<file path="src/rtl/dm_cache_ctrl.sv">
`timescale 1ns/1ps
// Direct-mapped read cache controller: drives an external valid/tag/data array and refills it from main memory on a miss.
// Latency: hit returns cpu_ready two edges after the request is sampled; a miss adds the memory round trip.
// Backpressure: the CPU holds cpu_req until cpu_ready; memory is stalled by a level mem_req held until mem_ack.
module dm_cache_ctrl #(
    parameter int ADDR_W = 32,
    parameter int DATA_W = 32,
    parameter int TAG_W  = ADDR_W - 6
) (
    input  logic              clk,
    input  logic              rst,
    input  logic              cpu_req,
    input  logic [ADDR_W-1:0] cpu_addr,
    output logic              cpu_ready,
    output logic [DATA_W-1:0] cpu_rdata,
    input  logic              flush,
    output logic              flush_busy,
    output logic [3:0]        arr_index,
    output logic              arr_wen,
    output logic              valid_wdata,
    output logic [TAG_W-1:0]  tag_wdata,
    output logic [DATA_W-1:0] data_wdata,
    input  logic              valid_rdata,
    input  logic [TAG_W-1:0]  tag_rdata,
    input  logic [DATA_W-1:0] data_rdata,
    output logic              mem_req,
    output logic [ADDR_W-1:0] mem_addr,
    input  logic              mem_ack,
    input  logic [DATA_W-1:0] mem_rdata,
    output logic [15:0]       miss_count
);

    localparam logic [1:0] S_FLUSH  = 2'd0;
    localparam logic [1:0] S_IDLE   = 2'd1;
    localparam logic [1:0] S_LOOKUP = 2'd2;
    localparam logic [1:0] S_MISS   = 2'd3;

    logic [1:0]       state;
    logic [3:0]       flush_idx;
    logic [3:0]       lat_index;
    logic [TAG_W-1:0] lat_tag;
    logic             hit;
    logic             addr_unused;

    // Byte offset within the word never reaches the arrays or memory.
    assign addr_unused = ^cpu_addr[1:0];

    assign hit        = valid_rdata && (tag_rdata == lat_tag);
    assign flush_busy = rst || (state == S_FLUSH);

    // Control state, request latch, CPU response and memory request registers.
    always_ff @(posedge clk) begin
        if (rst) begin
            state      <= S_FLUSH;
            flush_idx  <= 4'd0;
            lat_index  <= 4'd0;
            lat_tag    <= '0;
            cpu_ready  <= 1'b0;
            cpu_rdata  <= '0;
            mem_req    <= 1'b0;
            mem_addr   <= '0;
            miss_count <= 16'd0;
        end else begin
            cpu_ready <= 1'b0;
            case (state)
                S_FLUSH: begin
                    flush_idx <= flush_idx + 4'd1;
                    if (flush_idx == 4'd15) begin
                        state <= S_IDLE;
                    end
                end
                S_IDLE: begin
                    // Flush wins over a simultaneous read; the read is served after the sweep.
                    if (flush) begin
                        state     <= S_FLUSH;
                        flush_idx <= 4'd0;
                    end else if (cpu_req) begin
                        lat_index <= cpu_addr[5:2];
                        lat_tag   <= cpu_addr[ADDR_W-1:6];
                        state     <= S_LOOKUP;
                    end
                end
                S_LOOKUP: begin
                    if (hit) begin
                        cpu_rdata <= data_rdata;
                        cpu_ready <= 1'b1;
                        state     <= S_IDLE;
                    end else begin
                        miss_count <= miss_count + 16'd1;
                        mem_req    <= 1'b1;
                        mem_addr   <= {lat_tag, lat_index, 2'b00};
                        state      <= S_MISS;
                    end
                end
                S_MISS: begin
                    if (mem_ack) begin
                        cpu_rdata <= mem_rdata;
                        cpu_ready <= 1'b1;
                        mem_req   <= 1'b0;
                        state     <= S_IDLE;
                    end
                end
                default: state <= S_FLUSH;
            endcase
        end
    end

    // Array port: sweep writes during flush, refill write on the ack cycle, otherwise read-only.
    always_comb begin
        arr_index   = lat_index;
        arr_wen     = 1'b0;
        valid_wdata = 1'b0;
        tag_wdata   = '0;
        data_wdata  = '0;
        if (!rst) begin
            case (state)
                S_FLUSH: begin
                    arr_index = flush_idx;
                    arr_wen   = 1'b1;
                end
                S_MISS: begin
                    if (mem_ack) begin
                        arr_wen     = 1'b1;
                        valid_wdata = 1'b1;
                        tag_wdata   = lat_tag;
                        data_wdata  = mem_rdata;
                    end
                end
                default: ;
            endcase
        end
    end

endmodule

</file>
<file path="config.mk">
export PLATFORM = sky130hd
export DESIGN_NAME = dm_cache_ctrl
export DESIGN_NICKNAME = d
export VERILOG_FILES = /design/src/rtl/dm_cache_ctrl.sv
export SDC_FILE = /design/constraint.sdc
export NUM_CORES = 1
export LEC_CHECK = 0
export ABC_CLOCK_PERIOD_IN_PS = 5520
export CAP_MARGIN = 20
export CORE_MARGIN = 2
export CORE_UTILIZATION = 38
export CTS_CLUSTER_SIZE = 16
export DETAILED_ROUTE_END_ITERATION = 12
export PLACE_DENSITY = 0.81
export SYNTH_ARGS = -nofsm -noshare
export SYNTH_HDL_FRONTEND = slang
export SYNTH_SLANG_ARGS = --single-unit
</file>
<file path="constraint.sdc">
create_clock -name clk -period 5.52 [get_ports clk]
set_input_delay 0.828 -clock clk [delete_from_list [all_inputs] [get_ports clk]]
set_output_delay 0.828 -clock clk [all_outputs]
set_load 0.01 [all_outputs]
</file>
==> metrics.txt, run 1 <==
outcome=completed; RSZ-0062 raised after global routing=no; area of the multi-input gates=3360 sq um; cell taking the most area after synthesis=dfxtp_1; Slew @ Worst Pin=1.11 ns; H-tree levels=4; max_cap viols=0; drt initial violations=318; clk slew on worst S/H paths=0.05 ns; die height=129 um; routing usage on met1=25.1%; number of global-route vias before repair=5,778; final net count=1,067; via count=5,893; total of warnings raised by yosys=0; Avg Inst Size Synth=8.60 sq um; Mapped Area=5920 sq um; I/O Pins=275; Max clock buf depth=2; Power Internal=1.79 mW; cells taking the most area after synthesis=dfxtp_1 39%, mux2i_1 11%, a211oi_1 8.2%; Routability Congestion=0.802; hold depth=2; DR WL/cell=16.9 um; total gr overflow=0; GRT Overall Usage=22.7%; sequential power share=37.6%; Starting Density=39.0%; RR Startpoint=state[0]; register bit total from synthesis=116; antenna violations before repair=0; CTS Buf Count=17; P_leak=3.23 nW; CTS tree=yes; crit path from=rst; clk root buf=clkbuf_16; Logic pwr share=9.0%; clock share of power=53.4%; area delta synth->final=58.5%; crit path DAT=3.03 ns; post-synth top area share=39.2%; Net Sw Power=495 uW; Critical Path Sink=arr_index[0]; area of the core=15,200 sq um; CTS Hold Bufs=0; sw frac=21.6%; first-pass GRT wire length=29,400 um; number of synthesized flops with an enable pin=0; ys async rst share=0%; WP data required=4.69 ns; commonest non-fill, non-tap cell in the layout=clkdlybuf4s50_1; Crit Path Category=in -> out; total negative slack=0 ns; routing usage on met2=38.6%; largest net degree at the start of global routing=66; met3 Track Usage GR=8.61%; max-slew violations=0; HPWL after DPL=13,600 um; CP Capture Type=output port; num rows=45; Initial DRT Pass Iterations=4; clk_lat worst skew=0.41 ns; VDD IR-drop max=0.197 mV; fmax=259 MHz; Reg-to-Reg End=cpu_rdata[11]; # fillers=1,333; storage element area=2320 sq um; final hold vios=0; reg2reg setup slack=2.40 ns; share of layout cells above drive strength 1=6.14%; Antenna Nets Post-Route=0; unique cell type count in the Yosys netlist=40; clk sinks=116; CP startpoint kind=primary input; Setup-failing EPs final=0; WL final=19,100 um; post-route total power=2.29 mW; crit path max fanout=62; Mapped Cells=689; Post-synth top flop=dfxtp_1; post-CTS setup buffers=0; commonest cells after routing, fill and taps aside=269 x clkdlybuf4s50_1, 130 x nand2_1, 116 x dfxtp_1, 65 x a211oi_1, 64 x mux2i_1; clk_skew=0.00838 ns; min Tclk post-route=3.86 ns; vias per inst=5.20; R2R cell count=7; hold crit path type=reg -> reg; CTS resizes=0; die width=129 um; buffers added on ports=270; PD cells=244 nW/um^2; most used routing layer=met2; ant diodes=0; post-synthesis sequential area ratio=39.2%; Worst slew margin=26.1%; Die Area=16,600 sq um; drc violations=0; Final Cycle Share=70.0%
worst min-delay path by stage:
| stage | start | endpoint | slack, ns |
|---|---|---|---|
| final | mem_addr[24] | mem_addr[24] | 0.46 |
| after global routing | mem_addr[9] | mem_addr[9] | 0.47 |
| after CTS | mem_addr[30] | mem_addr[30] | 0.46 |
| after detailed placement | mem_addr[18] | mem_addr[18] | 0.45 |
| after global placement | mem_addr[6] | mem_addr[6] | 0.44 |
| after floorplan | lat_index[0] | lat_index[0] | 0.45 |
registers in the layout, summed over array words and instances (netlist names):
register,cells
mem_req,1
cpu_ready,1
mem_addr,30
miss_count,16
lat_index,4
lat_tag,26
cpu_rdata,32
state,2
flush_idx,4
cell usage after synthesis, types with 15 or more instances:
library cell,count
xnor2_1,26
a211oi_1,65
nor2_1,23
mux2_1,15
nor2b_1,19
dfxtp_1,116
a21oi_1,47
mux2i_1,64
nand2_1,130
and2_1,58
nand4_1,18
clkbuf_1,36
worst max-delay path, stage by stage:
cell and delay [ns]:
buf_4 0.37, buf_4 0.67, nor2b_1 0.25, mux2_2 0.29, clkdlybuf4s50_1 0.55
layer usage:
layer	wire length (um)	part of all wire, %	vias up
met4	575	3.0	0
met1	7470	39	2760
met2	9290	49	223
li1	-	-	2869
met5	0	0	-
met3	1770	9.3	41
power groups by stage:
stage	registers, mW	logic, mW	clock network, mW
2_1_floorplan	0.875	0.0820	0
3_3_place_gp	0.878	0.200	0
3_5_place_dp	0.879	0.203	0
4_1_cts	0.861	0.205	1.24
5_1_grt	0.862	0.223	1.28
6_report	0.861	0.205	1.22
kinds of logic after synthesis:
kind of cell    Yosys count  synth area share, %
mux                      83                 14.4
compound gates          127                 14.0
flops                   116                 39.2
simple gates            266                 22.3
other cells               1               0.0633
buf+inv                  63                 4.69
xor+xnor                 26                 3.84
fa+ha+maj                 7                 1.48
stage by stage:
step | setup WS [ns] | std cells | util [%] | hold WS, ns | area [sq um]
3_3_place_gp | 1.67 | 1099 | 57.2 | 0.441 | 8700
3_5_place_dp | 1.65 | 1100 | 57.3 | 0.450 | 8710
4_1_cts | 1.64 | 1132 | 61.6 | 0.461 | 9370
5_1_grt | 1.54 | 1133 | 61.8 | 0.474 | 9390
6_report | 1.66 | 1133 | 61.8 | 0.456 | 9390
2_1_floorplan | 3.07 | 690 | - | 0.447 | 5930
cell type report:
class	count	area share [%]
clock inverter	13	2.19
clock buffer	19	4.82
timing repair buffer	280	29.8
multi-input combinational	511	35.7
inverter	6	0.240
tap	188	2.50
sequential	116	24.7
(Power assumes the default switching activity.)
==> run 2: changes to the inputs <==
Settings changed: ABC_CLOCK_PERIOD_IN_PS 5520 to 3500, PLACE_DENSITY 0.81 to 0.84.
Clock period 5.52 ns to 3.5 ns, I/O delays scaled along.
==> run 2 against run 1 <==
  * First-iteration DRC count down 26%
  * Largest cell class unchanged
  * Non-clock buffer count up 7
  * Highest routed layer unchanged
  * Count of clock-buffer cells in the layout down 1
  * Design area down 0.49%
==> metrics.txt, run 2 (synthesis gave the netlist of run 1 again) <==
sw frac=23.7% (+2.0 points); Reg with most FFs=cpu_rdata; max-slew violations=0 (unchanged); max reg flops=32 (unchanged); clk_lat worst skew=0.41 ns (about the same); clk slew on worst S/H paths=0.05 ns (about the same); first-pass GRT wire length=29,400 um (-0.16%); via count=5,867 (-0.44%); Routability Congestion=0.805 (+0.39%); Setup-failing EPs final=0 (unchanged); HPWL after DPL=13,800 um (+0.95%); Starting Density=39.0% (unchanged); CP Capture Type=output port; area of the core=15,200 sq um (unchanged); GRT Overall Usage=22.6% (-0.028 points); Die Area=16,600 sq um (unchanged); Initial DRT Pass Iterations=4 (unchanged); Worst slew margin=41.7% (+16 points); clk sinks=116 (unchanged); buffers added on ports=270 (unchanged); H-tree levels=4 (unchanged); outcome=completed; VDD IR-drop max=0.313 mV (+59%); final net count=1,074 (+0.66%); clk_skew=0.00746 ns (-0.000922 ns); Hold Startpoint=mem_addr[21]; min Tclk post-route=3.02 ns; drc violations=0 (unchanged); final hold vios=0 (unchanged); crit path from=state[0]; Max clock buf depth=2 (unchanged); Logic pwr share=9.8% (+0.8 points); Final Cycle Share=86.3%; die height=129 um (unchanged); crit path max fanout=7 (-89%); Setup WS pre-CTS=0.588 ns (-1.06 ns); I/O Pins=275 (unchanged); vias per inst=5.15 (-1.1%); P_leak=3.20 nW (-0.74%); area delta synth->final=57.7%; clk root buf=clkbuf_16; commonest non-fill, non-tap cell in the layout=clkdlybuf4s50_1; largest net degree at the start of global routing=78 (+18%); antenna violations before repair=1 (+1); clock share of power=48.9% (-4.5 points); Antenna Nets Post-Route=0 (unchanged); max_cap viols=0 (unchanged); WP data required=2.97 ns (-1.72 ns); final setup margin=0.481 ns (-1.18 ns); Reg-to-Reg End=cpu_rdata[10]; DR WL/cell=16.7 um (-0.71%); commonest cells after routing, fill and taps aside=269 x clkdlybuf4s50_1, 130 x nand2_1, 116 x dfxtp_1, 65 x a211oi_1, 64 x mux2i_1; RR Startpoint=lat_tag[24]; share of layout cells above drive strength 1=6.73% (+0.59 points); WL final=19,100 um (about the same); CTS resizes=0 (unchanged); Net Sw Power=779 uW (+57%); total negative slack=0 ns (unchanged); sequential power share=41.3% (+3.7 points); # fillers=1,317 (-1.2%); fmax=331 MHz; Power Internal=2.51 mW (+40%); R2R cell count=6 (-1); hold crit path type=reg -> reg; RSZ-0062 raised after global routing=no; post-route total power=3.29 mW (+44%); reg2reg setup slack=1.12 ns (-1.28 ns); post-CTS setup buffers=0 (unchanged); storage element area=2320 sq um (unchanged); drt initial violations=236 (-26%); crit path DAT=2.49 ns (-0.54 ns); num rows=45 (unchanged); final core area utilization=61.5% (-0.30 points); PD cells=352 nW/um^2 (+45%); CTS tree=yes; Critical Path Sink=arr_index[0]; largest registers=cpu_rdata (32), mem_addr (30), lat_tag (26); CTS Hold Bufs=0 (unchanged); number of global-route vias before repair=5,671 (-1.9%); CP startpoint kind=register; area of the multi-input gates=3360 sq um (unchanged); Slew @ Worst Pin=0.875 ns (-0.233 ns); total gr overflow=0 (unchanged); CTS Buf Count=17 (unchanged); die width=129 um (unchanged); Crit Path Category=reg -> out
==> run 2: worst max-delay path, stage by stage (launching register included) <==
cell	delay (ns)
dfxtp_1	0.35
inv_1	0.10
ha_1	0.29
nor2b_1	0.44
mux2_2	0.40
clkdlybuf4s50_1	0.49
==> run 2: metrics by stage <==
stage                     instance area (sq um)  std cells  hold slack [ns]
after floorplan                            5930        690            0.447
after global placement                     8790       1108            0.441
after detailed placement                   8790       1108            0.450
after CTS                                  9340       1139            0.460
after global routing                       9340       1139            0.474
final                                      9340       1140            0.458
==> run 2: per-layer routing <==
layer | part of all wire, % | up-vias | global-route usage, %
met2 | 49 | 222 | 39.2
met1 | 41 | 2717 | 25.8
met4 | 2.0 | 0 | 8.31
met3 | 8.3 | 31 | 7.82
met5 | 0 | - | 0
li1 | - | 2897 | -
==> run 2: power groups by stage <==
stage | clock network, mW | logic [mW] | registers [mW]
floorplan | 0 | 0.129 | 1.38
global placement | 0 | 0.317 | 1.39
detailed placement | 0 | 0.322 | 1.39
CTS | 1.65 | 0.324 | 1.36
global route | 1.71 | 0.349 | 1.36
finish | 1.61 | 0.322 | 1.36
==> run 2: how the worst min path moves through the flow <==
stage	endpoint	slack [ns]	depth (start not counted)
2_1_floorplan	lat_index[0]	0.45	2
3_3_place_gp	mem_addr[12]	0.44	2
3_5_place_dp	mem_addr[27]	0.45	2
4_1_cts	mem_addr[21]	0.46	2
5_1_grt	mem_addr[23]	0.47	2
6_report	mem_addr[21]	0.46	2
==> run 2: layout make-up <==
class | count | share of cell area [%]
diodes | 1 | 0.0268
clock buffers | 18 | 4.70
clock inverters | 13 | 1.21
inverters | 6 | 0.241
multi-input cells | 511 | 35.9
flip-flops and latches | 116 | 24.9
well taps | 188 | 2.52
repair buffers | 287 | 30.5
